### config.mk
export PLATFORM = sky130hd
export DESIGN_NAME = spell_mem_arbiter
export DESIGN_NICKNAME = d
export VERILOG_FILES = /design/src/rtl/spell_pkg.sv /design/src/rtl/spell_mem_arbiter.sv
export SDC_FILE = /design/constraint.sdc
export NUM_CORES = 1
export LEC_CHECK = 0
export CAP_MARGIN = 20
export CORE_UTILIZATION = 34
export CTS_CLUSTER_DIAMETER = 40
export DETAILED_ROUTE_END_ITERATION = 7
export GPL_ROUTABILITY_DRIVEN = 0
export PLACE_DENSITY = 0.78
export REMOVE_ABC_BUFFERS = 1
export SYNTH_ARGS = -nofsm -noshare
export SYNTH_HDL_FRONTEND = slang
export SYNTH_SLANG_ARGS = --single-unit
### constraint.sdc
create_clock -name clock -period 2.1 [get_ports clock]
set_input_delay 0.315 -clock clock [delete_from_list [all_inputs] [get_ports clock]]
set_output_delay 0.315 -clock clock [all_outputs]
set_load 0.005 [all_outputs]
### src/rtl/spell_pkg.sv
// Shared spell-engine definitions: memory-type codes and the memory arbiter state encoding.
package spell_pkg;

  localparam logic [1:0] MEM_CODE = 2'b00;
  localparam logic [1:0] MEM_DATA = 2'b01;
  localparam logic [1:0] MEM_NONE = 2'b11;

  typedef enum logic [1:0] {
    ST_IDLE       = 2'd0,
    ST_GRANT_CORE = 2'd1,
    ST_GRANT_HOST = 2'd2,
    ST_DRAIN      = 2'd3
  } arb_state_t;

  typedef enum logic {
    REQ_CORE = 1'b0,
    REQ_HOST = 1'b1
  } requester_t;

endpackage

### src/rtl/spell_mem_arbiter.sv
// Two-requester (spell core / Wishbone host) round-robin arbiter in front of spell_mem_dff,
// with per-access timeout and a one-cycle drain when a requester abandons its access.
module spell_mem_arbiter
  import spell_pkg::*;
#(
  parameter int TIMEOUT_CYCLES = 255
) (
  input  logic       clock,
  input  logic       reset,

  input  logic       core_select,
  input  logic       core_write,
  input  logic [7:0] core_addr,
  input  logic [7:0] core_data_in,
  input  logic [1:0] core_type,
  output logic [7:0] core_data_out,
  output logic       core_ready,

  input  logic       host_select,
  input  logic       host_write,
  input  logic [7:0] host_addr,
  input  logic [7:0] host_data_in,
  input  logic [1:0] host_type,
  output logic [7:0] host_data_out,
  output logic       host_ready,

  output logic       mem_select,
  output logic       mem_write,
  output logic [7:0] mem_addr,
  output logic [7:0] mem_data_in,
  output logic [1:0] mem_type,
  input  logic [7:0] mem_data_out,
  input  logic       mem_ready,

  output logic       timeout_err
);

  localparam logic [7:0] TIMEOUT_LIMIT = 8'(TIMEOUT_CYCLES);

  arb_state_t state_reg, state_next;
  requester_t last_served_reg, last_served_next;
  logic [7:0] wait_cnt_reg, wait_cnt_next;
  logic       timeout_err_reg, timeout_err_next;
  logic [7:0] core_data_reg;
  logic [7:0] host_data_reg;

  logic grant_core;
  logic grant_host;
  logic granted_select;
  logic complete;

  assign grant_core     = (state_reg == ST_GRANT_CORE);
  assign grant_host     = (state_reg == ST_GRANT_HOST);
  assign granted_select = grant_host ? host_select : core_select;
  // A completion only counts while the owner still holds its select; otherwise it is draining.
  assign complete       = (grant_core | grant_host) & granted_select & mem_ready;

  always_comb begin
    state_next       = state_reg;
    last_served_next = last_served_reg;
    wait_cnt_next    = wait_cnt_reg;
    timeout_err_next = 1'b0;
    case (state_reg)
      ST_IDLE: begin
        if (core_select && (!host_select || last_served_reg == REQ_HOST)) begin
          state_next       = ST_GRANT_CORE;
          last_served_next = REQ_CORE;
          wait_cnt_next    = '0;
        end else if (host_select) begin
          state_next       = ST_GRANT_HOST;
          last_served_next = REQ_HOST;
          wait_cnt_next    = '0;
        end
      end
      ST_GRANT_CORE, ST_GRANT_HOST: begin
        if (!granted_select) begin
          state_next = ST_DRAIN;
        end else if (mem_ready) begin
          state_next = ST_IDLE;
        end else begin
          wait_cnt_next = wait_cnt_reg + 8'd1;
          if (wait_cnt_next == TIMEOUT_LIMIT) begin
            state_next       = ST_IDLE;
            timeout_err_next = 1'b1;
          end
        end
      end
      ST_DRAIN: state_next = ST_IDLE;
      default:  state_next = ST_IDLE;
    endcase
  end

  always_ff @(posedge clock) begin
    if (reset) begin
      state_reg       <= ST_IDLE;
      last_served_reg <= REQ_HOST;
      wait_cnt_reg    <= '0;
      timeout_err_reg <= 1'b0;
      core_data_reg   <= '0;
      host_data_reg   <= '0;
    end else begin
      state_reg       <= state_next;
      last_served_reg <= last_served_next;
      wait_cnt_reg    <= wait_cnt_next;
      timeout_err_reg <= timeout_err_next;
      if (complete && grant_core) core_data_reg <= mem_data_out;
      if (complete && grant_host) host_data_reg <= mem_data_out;
    end
  end

  // Read data is passed through in the completion cycle and held from the register afterwards.
  assign core_ready    = complete & grant_core;
  assign host_ready    = complete & grant_host;
  assign core_data_out = core_ready ? mem_data_out : core_data_reg;
  assign host_data_out = host_ready ? mem_data_out : host_data_reg;

  assign mem_select  = grant_core | grant_host;
  assign mem_write   = (grant_core & core_write) | (grant_host & host_write);
  assign mem_addr    = grant_host ? host_addr    : (grant_core ? core_addr    : 8'h00);
  assign mem_data_in = grant_host ? host_data_in : (grant_core ? core_data_in : 8'h00);
  assign mem_type    = grant_host ? host_type    : (grant_core ? core_type    : MEM_NONE);

  assign timeout_err = timeout_err_reg;

endmodule

==> results of run 1 <==
[worst max-delay path: cells and delay by family, from the launching register on]
family,cells,cell delay (ns)
flops,1,0.37
fa+ha+maj,1,0.17
mux,2,0.50
buf+inv,3,0.33
simple gates,1,0.17
[metrics by stage]
step           std cells  TNS [ns]
2_1_floorplan        182   -0.4529
3_3_place_gp         344    -3.250
3_5_place_dp         344    -3.509
4_1_cts              364   -0.9883
5_1_grt              364   -0.8099
6_report             364   -0.1106
[cells in the mapped netlist]
| library cell | count | area, µm² |
|---|---|---|
| nor2_2 | 1 | 6.260 |
| o21ai_0 | 5 | 25.02 |
| mux2_2 | 8 | 90.09 |
| nand2_1 | 34 | 127.6 |
| a211oi_1 | 3 | 22.52 |
| o22a_1 | 2 | 17.52 |
| a21boi_0 | 1 | 7.510 |
| nor2b_1 | 4 | 25.02 |
| a21oi_1 | 11 | 55.05 |
| nand3_1 | 3 | 15.01 |
| and2_1 | 18 | 112.6 |
| o32ai_1 | 1 | 8.760 |
| xor2_1 | 1 | 8.760 |
| o221a_2 | 1 | 11.26 |
| o21ba_2 | 1 | 10.01 |
| dfxtp_1 | 28 | 560.5 |
| a31oi_1 | 2 | 12.51 |
| or3_1 | 1 | 6.260 |
| a22o_1 | 17 | 148.9 |
| nor2_1 | 12 | 45.04 |
| a2111o_1 | 1 | 11.26 |
| a41oi_1 | 1 | 8.760 |
| a22oi_1 | 1 | 7.510 |
| nand4_1 | 2 | 12.51 |
| nor3_1 | 2 | 10.01 |
| clkbuf_1 | 7 | 26.28 |
| or3b_1 | 1 | 8.760 |
| ha_1 | 5 | 62.56 |
| inv_1 | 8 | 30.03 |
| o31a_1 | 1 | 8.760 |
| nand4b_1 | 1 | 8.760 |
| clkinv_1 | 1 | 3.750 |
| and3b_1 | 1 | 8.760 |
| nor3b_1 | 1 | 7.510 |
| mux2i_1 | 2 | 20.02 |
| buf_4 | 1 | 7.510 |
[area by class of cell]
type                    count  area [µm²]
fillers                   362        1435
repair buffers            125        1152
flip-flops and latches     28       565.5
multi-input cells         145        1064
repair inverters            1       6.256
clock buffers               4       55.05
inverters                   9       41.29
well taps                  52       65.06
[path summary, 6_finish.rpt]
kind,from,to,slack (ns),depth (start not counted)
max,state_reg[0],core_data_out[2],-0.03,7
min,last_served_reg,last_served_reg,0.51,2
max reg2reg,state_reg[0],wait_cnt_reg[3],0.10,8
min reg2reg,last_served_reg,last_served_reg,0.51,2
[metal layers]
layer | global-route usage | share of wire | wire [µm] | up-vias
li1 | - | - | - | 915
met1 | 0.2453 | 0.44 | 2252 | 820
met2 | 0.3506 | 0.47 | 2387 | 72
met3 | 0.03343 | 0.066 | 333 | 11
met4 | 0.08667 | 0.021 | 106 | 0
met5 | 0 | 0 | 0 | -
[power by group]
group          internal [W]  switching (W)  total [W]
Clock              0.000168       0.000175   0.000343
Sequential         0.000561      0.0000274   0.000588
Combinational      0.000601       0.000425    0.00103
[cell families after synthesis]
kind of cell | synth area share
simple gates | 0.2528
compound gates | 0.2279
flops | 0.3596
buf+inv | 0.04334
mux | 0.07063
fa+ha+maj | 0.04013
xor+xnor | 0.005619
[repair_timing]
action	in CTS	in global routing
endpoints found under the setup margin	37	20
cloned	3	0
hold buffers	0	0
gates resized for setup	107	36
buffers inserted	13	2
pin swaps	4	7
==> impl_metrics.json, run 1 <==
{
  "status": "finished, violations left",
  "violations": "setup timing",
  "crit_fanout": 4,
  "numPortBuffers": 89,
  "grt_max_degree": 20,
  "syn_area_per_cell_um2": 8.205,
  "seq_area_frac_synth": 0.3596,
  "place_area_um2": 2651,
  "finClkSkew_ns": 0.01254,
  "slew_viol_final": 0,
  "final_common_cell": "clkdlybuf4s50_1",
  "die_area_um2": 4860,
  "layout_min_cycle_time_ns": 2.130,
  "cpPeakStageDelay_ns": 0.37,
  "fin_crit_sh": 1.014,
  "rsz0062_at_grt": "yes",
  "layout.nets": 369,
  "hold_violations": 0,
  "die_w_um": 69.72,
  "ant_nets": 0,
  "syn-cell-area_um2": 1559,
  "hold-worst-slack_ns": 0.5130,
  "clk_pin_slew_worst_paths_ns": 0.09,
  "crit_chain": "inv_4, ha_4, mux2i_4, nor2_4, clkbuf_16, mux2_4, clkbuf_2",
  "initial_core_util": 0.3556,
  "insertedDiodeCount": 0,
  "final_layout_size_suffix_gt1_frac": 0.2821,
  "fin_total_pwr_w": 0.001957,
  "root_buffer": "clkbuf_8",
  "pin_count": 90,
  "cellLeakagePower_nw": 1.340,
  "cp.required_ns": 1.78,
  "end_kind": "output pin",
  "core_region_area_um2": 4384,
  "synthCells": 190,
  "tritoncts": "built",
  "synth-seq-cells": 28,
  "power_density_nw_per_um2": 663.6,
  "slew_headroom": 0.6472,
  "critPathSlowestCell": "dfxtp_2",
  "dp_hpwl_mm": 3.534,
  "dr.pass1.iters": 4,
  "maxCapViolCount": 0,
  "grt.overflow.total": 0,
  "grt_pass1_wl_mm": 7.935,
  "mostFrequentLayoutCells": "51 x clkdlybuf4s50_1, 27 x nand2_1, 26 x dfxtp_1",
  "fin_area_um2": 2949,
  "yosysWarnings": 0,
  "syn_to_final_growth_pct": 89.17,
  "grt_pass1_vias": 1721,
  "numCtsBuffers": 3,
  "post-place-ws_ns": -0.2578,
  "antenna_found_initial": 0,
  "max_freq_mhz": 469.4,
  "htreeDepth": 1,
  "critPathLaunchType": "flop",
  "ir_worst_vdd_mv": 0.3141,
  "dr_total_vias": 1818,
  "path_class": "reg2out",
  "synth_cell_type_count": 36,
  "finalSetupViolations": 8,
  "hold_class": "reg2reg",
  "viasPerCell": 4.995,
  "drtIter0Drc": 55,
  "worst_slack_ns": -0.03038,
  "die_h_um": 69.72,
  "drc_errors": 0,
  "tightest_slew_ns": 0.5286,
  "fin_util": 0.6727,
  "clockBufferDepth": 2,
  "wirelength_mm": 5.079,
  "wl_per_cell_um": 13.95,
  "cts.sink_count": 28,
  "clk-insertion-delay-late_ns": 0.28,
  "grt_util_all_layers": 0.2019,
  "row_count": 24,
  "arrival_ns": 1.82
}
Note: power is estimated with default switching activity, not from simulation.
==> inputs of run 2 (changes only) <==
==> constraint.sdc (replaced) <==
create_clock -name clock -period 2.1 [get_ports clock]
set_input_delay 0.315 -clock clock [delete_from_list [all_inputs] [get_ports clock]]
set_output_delay 0.315 -clock clock [all_outputs]
set_load 0.02 [all_outputs]
==> run 2 against run 1 <==
Compared with the run above:
- the flow still finishes with violations (setup timing)
- critical path depth did not move
- clock power grew 23%
- sequential cell count is the same
- fmax down 0.46%
- largest cell class is now multi-input gates
- die area is the same
- highest routed layer unchanged
- register-to-register slack about the same
- critical endpoint is now core_data_out[7]
- final area fell by 5.5%
- worst hold slack improved by 0.0011 ns
- sequential power hardly changed
==> impl_metrics.json, run 2 (synthesized netlist as in run 1, its figures left out) <==
{
  "dr_total_vias": 1767,
  "mostFrequentLayoutCells": "51 x clkdlybuf4s50_1, 34 x nand2_1, 24 x dfxtp_1",
  "syn_to_final_growth_pct": 78.73,
  "grt_pass1_vias": 1731,
  "crit_chain": "inv_4, ha_4, mux2i_4, nor2_4, clkbuf_16, mux2_4, buf_6",
  "layout_min_cycle_time_ns": 2.140,
  "power_density_nw_per_um2": 753.0,
  "drtIter0Drc": 72,
  "path_class": "reg2out",
  "hold_violations": 0,
  "worst_slack_ns": -0.04017,
  "die_h_um": 69.72,
  "hold-worst-slack_ns": 0.5141,
  "cp.buffers_inverters": 3,
  "core_region_area_um2": 4384,
  "htreeDepth": 1,
  "pin_count": 90,
  "finClkSkew_ns": 0.008920,
  "fin_total_pwr_w": 0.002098,
  "slew_viol_final": 0,
  "numPortBuffers": 89,
  "dp_hpwl_mm": 3.560,
  "layout.nets": 354,
  "arrival_ns": 1.83,
  "tightest_slew_ns": 0.4988,
  "numCtsBuffers": 3,
  "tritoncts": "built",
  "insertedDiodeCount": 0,
  "fin_tns_setup_ns": -0.2166,
  "max_freq_mhz": 467.3,
  "fin_area_um2": 2786,
  "violations": "setup timing",
  "critPathSlowestCell": "dfxtp_2",
  "wirelength_mm": 4.814,
  "cts.sink_count": 28,
  "die_area_um2": 4860,
  "reg2regPathDepth": 8,
  "wl_per_cell_um": 13.79,
  "end_kind": "output pin",
  "die_w_um": 69.72,
  "final_common_cell": "clkdlybuf4s50_1",
  "clk_pin_slew_worst_paths_ns": 0.09,
  "grt_pass1_wl_mm": 8.038,
  "antenna_found_initial": 0,
  "initial_core_util": 0.3556,
  "cellLeakagePower_nw": 1.191,
  "grt_util_all_layers": 0.2016,
  "dr.pass1.iters": 4,
  "cpPeakStageDelay_ns": 0.36,
  "hold_depth": 2,
  "row_count": 24,
  "ctsHoldBuffers": 0,
  "cp_top_family": "multiplexers",
  "grt.overflow.total": 0,
  "hold_class": "reg2reg",
  "grt_max_degree": 20,
  "status": "finished, violations left",
  "slew_headroom": 0.6671,
  "viasPerCell": 5.063,
  "post-place-ws_ns": -0.3739,
  "crit_fanout": 4,
  "fin_crit_sh": 1.019,
  "maxCapViolCount": 0,
  "ant_nets": 0,
  "finalSetupViolations": 8,
  "drc_errors": 0,
  "place_area_um2": 2644,
  "fillers": 376,
  "clockBufferDepth": 2,
  "cp.required_ns": 1.78,
  "cp.depth": 7,
  "clk-insertion-delay-late_ns": 0.27,
  "final_layout_size_suffix_gt1_frac": 0.2862,
  "rsz0062_at_grt": "yes",
  "ir_worst_vdd_mv": 0.3733,
  "critPathLaunchType": "flop",
  "root_buffer": "clkbuf_8"
}
run 2: cell count changes in the layout (fill, tap and decap cells not counted), sizes merged:
cell | before | now
buf | 47 | 32
bufinv | 0 | 1
clkbuf | 9 | 21
clkdlybuf4s15 | 0 | 9
clkinv | 0 | 1
dlygate4sd2 | 22 | 0
dlymetal6s2s | 0 | 1
inv | 10 | 8
run 2: where the power goes:
part	internal, W	switching, W	total, W
Sequential	0.000561	0.0000264	0.000588
Combinational	0.000533	0.000555	0.00109
Clock	0.000255	0.000167	0.000422
Total	0.00135	0.000748	0.00210
run 2: worst paths after layout:
path,startpoint,endpoint,slack [ns]
setup / recovery,state_reg[0],core_data_out[7],-0.04
hold / removal,last_served_reg,last_served_reg,0.51
setup reg to reg,state_reg[0],wait_cnt_reg[3],0.10
hold reg to reg,last_served_reg,last_served_reg,0.51
run 2: what timing repair did:
| item | CTS | global route |
|---|---|---|
| endpoints found under the setup margin | 38 | 41 |
| pin swaps | 3 | 2 |
| buffers inserted | 1 | 0 |
| gates cloned | 1 | 0 |
| gates resized for setup | 136 | 30 |
run 2: cell type report:
class / instances / area [µm²] / share of cell area
tap: 52 / 65.06 / 0.02335
sequential: 28 / 568.0 / 0.2039
multi-input combinational: 145 / 1035 / 0.3714
timing repair buffer: 111 / 1007 / 0.3615
inverter: 9 / 40.04 / 0.01437
clock inverter: 1 / 30.03 / 0.01078
clock buffer: 3 / 41.29 / 0.01482
run 2: worst min-delay path, delay by kind of cell (launching register included):
kind | cells | cell delay, ns
DFF | 1 | 0.36
and+or+nand+nor | 1 | 0.06
AOI/OAI and AO/OA | 1 | 0.08
run 2: layer usage:
| metal | global-route usage | vias to the layer above | part of all wire |
|---|---|---|---|
| met5 | 0 | - | 0 |
| li1 | - | 881 | - |
| met1 | 0.2507 | 815 | 0.43 |
| met2 | 0.3506 | 65 | 0.49 |
| met3 | 0.03634 | 6 | 0.075 |
| met4 | 0.06667 | 0 | 0.010 |
run 2: metrics by stage:
step | util | cells
2_1_floorplan | - | 182
4_1_cts | 0.6507 | 349
3_3_place_gp | 0.6030 | 343
6_report | 0.6356 | 349
5_1_grt | 0.6356 | 349
3_5_place_dp | 0.6030 | 343
